--- config.mk ---
export PLATFORM = sky130hd
export DESIGN_NAME = texture_cache_fill
export DESIGN_NICKNAME = d
export VERILOG_FILES = /design/src/rtl/texture_cache_fill_pkg.sv /design/src/rtl/texture_cache_fill.sv
export SDC_FILE = /design/constraint.sdc
export NUM_CORES = 1
export LEC_CHECK = 0
export CORE_AREA = 2 2 133 135
export CTS_CLUSTER_SIZE = 10
export DETAILED_ROUTE_END_ITERATION = 7
export DIE_AREA = 0 0 135 137
export HOLD_SLACK_MARGIN = 0.08
export PLACE_DENSITY = 0.75
export SYNTH_ARGS = -nofsm -noshare
export SYNTH_HDL_FRONTEND = slang
export SYNTH_SLANG_ARGS = --single-unit
--- constraint.sdc ---
create_clock -name i_clk -period 2.33 [get_ports i_clk]
set_input_delay 0.5825 -clock i_clk [delete_from_list [all_inputs] [get_ports i_clk]]
set_output_delay 0.5825 -clock i_clk [all_outputs]
set_load 0.01 [all_outputs]
--- src/rtl/texture_cache_fill_pkg.sv ---
// rtl/texture_cache_fill_pkg.sv - shared address widths and refill FSM encoding
package texture_cache_fill_pkg;

  localparam int ENTRY_W = 17;
  localparam int HALF_W  = 19;

  localparam logic [2:0] ST_IDLE_ENC   = 3'd0;
  localparam logic [2:0] ST_REQ_ENC    = 3'd1;
  localparam logic [2:0] ST_BEAT0_ENC  = 3'd2;
  localparam logic [2:0] ST_BEAT1_ENC  = 3'd3;
  localparam logic [2:0] ST_WRITE_ENC  = 3'd4;
  localparam logic [2:0] ST_SETTLE_ENC = 3'd5;

  typedef enum logic [2:0] {
    ST_IDLE   = ST_IDLE_ENC,
    ST_REQ    = ST_REQ_ENC,
    ST_BEAT0  = ST_BEAT0_ENC,
    ST_BEAT1  = ST_BEAT1_ENC,
    ST_WRITE  = ST_WRITE_ENC,
    ST_SETTLE = ST_SETTLE_ENC
  } fillState_t;

  // A cache entry holds four halfwords, so the entry index drops the low two bits.
  function automatic logic [ENTRY_W-1:0] entryOf(input logic [HALF_W-1:0] halfAddr);
    return halfAddr[HALF_W-1:2];
  endfunction

endpackage

--- src/rtl/texture_cache_fill.sv ---
// rtl/texture_cache_fill.sv - texture cache miss refill: round-robin A/B, two-beat VRAM read, one atomic 64-bit write
module texture_cache_fill
  import texture_cache_fill_pkg::*;
#(
  parameter int SETTLE_CYCLES = 2
) (
  input  logic                i_clk,
  input  logic                i_nrst,
  input  logic                i_missA,
  input  logic [HALF_W-1:0]   i_adressLookA,
  input  logic                i_missB,
  input  logic [HALF_W-1:0]   i_adressLookB,
  output logic                o_memRequest,
  output logic [ENTRY_W-1:0]  o_memAdress,
  input  logic                i_memAck,
  input  logic                i_memDataValid,
  input  logic [31:0]         i_memData,
  output logic                o_cacheWrite,
  output logic [ENTRY_W-1:0]  o_cacheAdress,
  output logic [63:0]         o_cacheData,
  output logic                o_busy
);

  localparam int CNT_W = $clog2(SETTLE_CYCLES + 1);
  localparam logic [CNT_W-1:0] SETTLE_LAST = CNT_W'(SETTLE_CYCLES);

  fillState_t          state;
  fillState_t          stateNext;
  logic                lastB;
  logic                selB;
  logic                anyMiss;
  logic [ENTRY_W-1:0]  selAddr;
  logic [63:0]         assembly;
  logic [CNT_W-1:0]    settleCnt;
  logic                unusedLowBits;

  assign unusedLowBits = ^{i_adressLookA[1:0], i_adressLookB[1:0]};

  // On a tie the port not served last wins; a dual match still flips the pointer.
  always_comb begin
    anyMiss   = i_missA | i_missB;
    selB      = i_missB & (~i_missA | ~lastB);
    selAddr   = selB ? entryOf(i_adressLookB) : entryOf(i_adressLookA);
    stateNext = state;
    case (state)
      ST_IDLE:   if (anyMiss)               stateNext = ST_REQ;
      ST_REQ:    if (i_memAck)              stateNext = ST_BEAT0;
      ST_BEAT0:  if (i_memDataValid)        stateNext = ST_BEAT1;
      ST_BEAT1:  if (i_memDataValid)        stateNext = ST_WRITE;
      ST_WRITE:                             stateNext = ST_SETTLE;
      ST_SETTLE: if (settleCnt == SETTLE_LAST) stateNext = ST_IDLE;
      default:                              stateNext = ST_IDLE;
    endcase
  end

  always_ff @(posedge i_clk or negedge i_nrst) begin
    if (!i_nrst) begin
      state         <= ST_IDLE;
      lastB         <= 1'b1;
      settleCnt     <= '0;
      assembly      <= '0;
      o_memRequest  <= 1'b0;
      o_memAdress   <= '0;
      o_cacheWrite  <= 1'b0;
      o_cacheAdress <= '0;
      o_cacheData   <= '0;
      o_busy        <= 1'b0;
    end else begin
      state        <= stateNext;
      o_memRequest <= (stateNext == ST_REQ);
      o_busy       <= (stateNext != ST_IDLE);
      o_cacheWrite <= (state == ST_WRITE);

      if (state == ST_IDLE && anyMiss) begin
        o_memAdress <= selAddr;
        lastB       <= selB;
      end

      if (state == ST_BEAT0 && i_memDataValid) assembly[31:0]  <= i_memData;
      if (state == ST_BEAT1 && i_memDataValid) assembly[63:32] <= i_memData;

      if (state == ST_WRITE) begin
        o_cacheAdress <= o_memAdress;
        o_cacheData   <= assembly;
      end

      // SETTLE spans the write-strobe cycle plus SETTLE_CYCLES quiet cycles.
      if (state == ST_SETTLE && settleCnt != SETTLE_LAST)
        settleCnt <= settleCnt + CNT_W'(1);
      else
        settleCnt <= '0;
    end
  end

endmodule
* Word level (Yosys, flattened, before mapping) *
Cells that the tools add are included.

storage, ports and cells
  flip-flop bits (word level) = 171
  ROM bits = 0
  memories = 0
  bits of input ports = 76
  memory bits (writable) = 0
  output and inout port bits = 101
  bits in latches = 0
  word-level logic and storage cells = 39

operators by class
  equal/unequal tests = 8
  bitwise gates (word level) = 5
  add/sub/neg operators = 1
  div/mod/pow operators = 0
  magnitude comparators = 0
  reduce and logical (&&, ||, !) cells = 6
  mux-type cells = 8
  shift operators = 0
  $mul = 0

operator list
  kind                   count
  $pmux W3 S6            1
  $mux W17               1
  $mux W3                5
  $eq A3 B1 Y1 const B   2
  $eq A3 B2 Y1 const B   2
  $eq A3 B3 Y1 const B   2
  $logic_and A1 B1 Y1    4
  $logic_not A3 Y1       1
  $reduce_bool A3 Y1     1
  $add A2 B1 Y2 const B  1
  $eq A2 B2 Y1 const B   1
  $mux W2                1
  $ne A2 B2 Y1 const B   1
  $not A1 Y1             2
  $or A1 B1 Y1           2
  $and A1 B1 Y1          1

* Logic depth before layout (Yosys ltp) *
  depth in word-level cells = 4
  gate-level depth with buffers = 6
  gate-level depth less buffers = 5

* Worst setup path before layout *
No wires, ideal clock.

  path kind = reg2reg
  start = reg state[0]
  end = reg o_memAdress[10]
  buffers on the path = 3
  library setup time = 0.123 ns
  period minus slack after synthesis = 1.785 ns
  arrival = 1.662 ns
  required time = 2.207 ns
  slack = 0.545 ns
  stages on the path, launching flop included = 7
  cells stage by stage = dfrtp_1 -> buf_6 -> or3_4 -> or3b_1 -> buf_6 -> buf_6 -> o221a_1

between the ends
  word-level cells in the longest chain between the ends = 2

ends and longest elaborated chain
  element                 RTL line                  RTL
  start, declared         texture_cache_fill.sv:27  fillState_t state;
  start signal, assigned  texture_cache_fill.sv:69  state <= stateNext;
  $logic_not A3 Y1        texture_cache_fill.sv:74  if (state == ST_IDLE && anyMiss) begin
  $logic_and A1 B1 Y1     texture_cache_fill.sv:74
  end signal, assigned    texture_cache_fill.sv:75  o_memAdress <= selAddr;
  end, declared           texture_cache_fill.sv:14  output logic [ENTRY_W-1:0] o_memAdress,

Every way passes these cells.
A chain may end at the register's enable or synchronous reset.

* Worst setup path after layout *
  start = reg state[0]
  end = reg o_memAdress[8]

Same word-level chain as after synthesis.

==> key figures <==
Layout
  – Area growth, synth to finish: 41.1%
  – Total Nets Final: 662
  – Final core occ: a little over half
  – Design area: between 9000 and 10000 um^2
  – N_diodes: 0
  – Ratio of cells with drive above 1 in the final layout: 31.1%

Placement
  – PortBufs: around 170
  – Dpl hpwl: slightly below 10 mm
  – Placer congestion estimate: 0.772
  – Placed inst area: 8590 um^2
  – DP Worst Slack: ~130 ps

Clocking
  – CTS tree: done
  – Max Buffers Root-to-Sink: 2
  – Clk root buf: clkbuf_16
  – Htree depth: 4
  – Post-CTS setup buffer count: 0
  – Hold-fix buffers at CTS: 0
  – Post-cts sizing count: 0
  – Clk pin slew, worst setup/hold paths: 60 ps
  – Sink Count: 171
  – Inserted Clock Buffers: 17
  – Worst-Skew Late Latency: 410 ps

Power and ir drop
  – Combinational share of power: between 30 and 40%
  – Clock power share: 22.7%
  – Worst VDD drop: 698 uV
  – Static Leak: approximately 3.8 nW
  – P_sw: 3.71 mW
  – PD cells: between 1000 and 1500 nW/um^2
  – Int Pwr: 9.31 mW
  – Seq pwr share: approximately two fifths
  – Switching Share: 28.5%

STA
  – Min Tclk post-route: 2000 ps
  – Final setup viols: 0
  – Max Transition Viols Final: 0
  – Final Hold Vio Count: 0
  – Relative slew margins: 49.4%
  – Clock skew: 6.94 ps
  – RSZ-0062 raised after global routing: no
  – Worst hold slack: 143 ps
  – Worst-Margin Slew: 759 ps
  – Post-route clock period utilization: 85.7%
  – Max Clk Rate: 0.501 GHz
  – Setup_tns: 0 ps
  – Fin worst setup slack: 334 ps

Synthesis
  – Synth Flop Type: dfrtp_1
  – Top cells by area, synth: dfrtp_1 65%, mux2_2 23%, o221a_1 2.9%
  – Yosys Warn Count: 0
  – Syn Area/Cell: between 15 and 20 um^2
  – Area leader, netlist: dfrtp_1
  – Most frequent cell after synthesis: dfrtp_1
  – Post-synth EDFFs: 0
  – Async SR Flop Fraction: 100%
  – Synthesized area: around 6500 um^2
  – Unique masters post-synth: 29
  – Post-Syn Nets: 482
  – Seq/Total Area, Yosys: 65.5%
  – Cells after synthesis: between 400 and 500
  – Top cell type's share of synthesized area: 65.1%
  – Post-synth top cells: 170 x dfrtp_1, 136 x mux2_2, 17 x o221a_1, 17 x or3_1, 12 x buf_2
  – Synth Register Bits: about 170

Die
  – Die width: between 100 and 150 um
  – Die area: 18500 um^2
  – Die height: 137 um
  – Initial Util: about two fifths
  – Row count: between 40 and 50
  – Core area: 17100 um^2
  – Ports: 177

Worst setup path
  – Crit end category: register
  – Crit-path cells: or3_4, nor2_2, o221a_1
  – Slowest CP cell: nor2_2
  – Kind of critical path: register to register
  – Worst-path fanout max: 21
  – Worst path max stage delay: 620 ps
  – Setup crit start kind: register
  – Worst EP arrival: 2340 ps
  – CP Data Required Time: 2670 ps

Job
  – Max Cap Violations: 0

Routing
  – DR WL/cell: 17.5 um
  – WL final: 14.4 mm
  – DR pass1 iterations: 4
  – DRT iter0 DRCs: 118
  – Routed vias: just over 4000
  – Antenna viol nets, final: 0
  – Drc violations: 0
  – Vias per cell: 4.90

Global routing
  – Initial antenna violation count: 0
  – Pin count of the biggest net entering global routing: 66
  – GRT Overall Usage: roughly 16%
  – Global-route wire length before repair: between 20 and 25 mm
  – Vias in the first global route: 4434
  – GRT overflow: 0

Min path
  – Worst hold path class: input port to async pin

Run status
  – Status: completed
[critical path, delay by kind of cell (launching register included)]
family / cells / cell delay (ps)
DFF: 1 / 500
and+or+nand+nor: 2 / 1110
AOI/OAI and AO/OA: 1 / 320
[cell families (layout without fill, tap and decap cells)]
family	after synthesis	in the layout	share of synthesized area, %
flops	171	171	65.5
simple gates	37	37	3.46
buf+inv	25	218	2.07
compound gates	25	25	3.69
fa+ha+maj	1	1	0.191
xor+xnor	1	1	0.134
mux	145	145	25.0
[registers in the layout, summed over array words and instances, names as in the netlist]
signal	cells
o_memRequest	1
state	3
o_busy	1
lastB	1
o_memAdress	17
o_cacheData	64
settleCnt	2
o_cacheWrite	1
assembly	64
o_cacheAdress	17
[metrics by stage]
stage	total power [mW]	instances
2_1_floorplan	7.62	405
3_3_place_gp	9.94	791
3_5_place_dp	10.2	791
4_1_cts	13.2	823
5_1_grt	13.8	823
6_report	13.0	823
[layer usage]
metal	wire, um	GRT usage (%)	part of all wire, %
met1	6170	19.9	43
met2	7310	27.6	51
met3	720	4.85	5.0
met4	178	4.75	1.2
met5	0	0	0
[path summary, 6_finish.rpt]
path,startpoint,endpoint,slack [ps],cells past startpoint
max reg2reg,state[0],o_memAdress[8],330,3
max,state[0],o_memAdress[8],330,3
min,i_nrst,assembly[40],140,1
min in group i_clk,settleCnt[0],settleCnt[0],440,1
max in group asynchronous,i_nrst,o_cacheData[22],1530,2
min reg2reg,settleCnt[0],settleCnt[0],440,1
[final cells by class]
class / instances / area (um^2)
fillers: 1412 / 7830
flip-flops and latches: 171 / 4280
multi-input cells: 209 / 2130
repair buffers: 184 / 1890
clock buffers: 24 / 502
well taps: 225 / 282
clock inverters: 8 / 131
inverters: 2 / 7.51
[power groups by stage]
stage | sequential (mW) | clock [mW] | combinational, mW
2_1_floorplan | 5.51 | 0 | 2.11
3_3_place_gp | 5.22 | 0 | 4.73
3_5_place_dp | 5.33 | 0 | 4.86
4_1_cts | 5.29 | 3.04 | 4.89
5_1_grt | 5.47 | 3.19 | 5.14
6_report | 5.27 | 2.96 | 4.79
[placed cells by master, fill, tap and decap left out, types with 2 or more instances in the layout]
cell,Yosys,layout
buf_4,1,6
clkinv_4,0,2
nor2b_1,3,3
o21ai_0,3,3
dfrtp_1,170,170
nand2_1,5,5
buf_12,0,6
clkbuf_8,0,5
inv_1,2,2
clkbuf_1,7,2
clkinvlp_4,0,2
mux2_2,136,136
nor2_1,3,3
or3_1,17,17
o221a_1,17,17
a21oi_1,2,2
mux2_1,9,9
bufinv_16,0,3
clkdlybuf4s50_1,0,171
clkbuf_16,0,17
No activity file was read; power rests on OpenSTA's default activity.
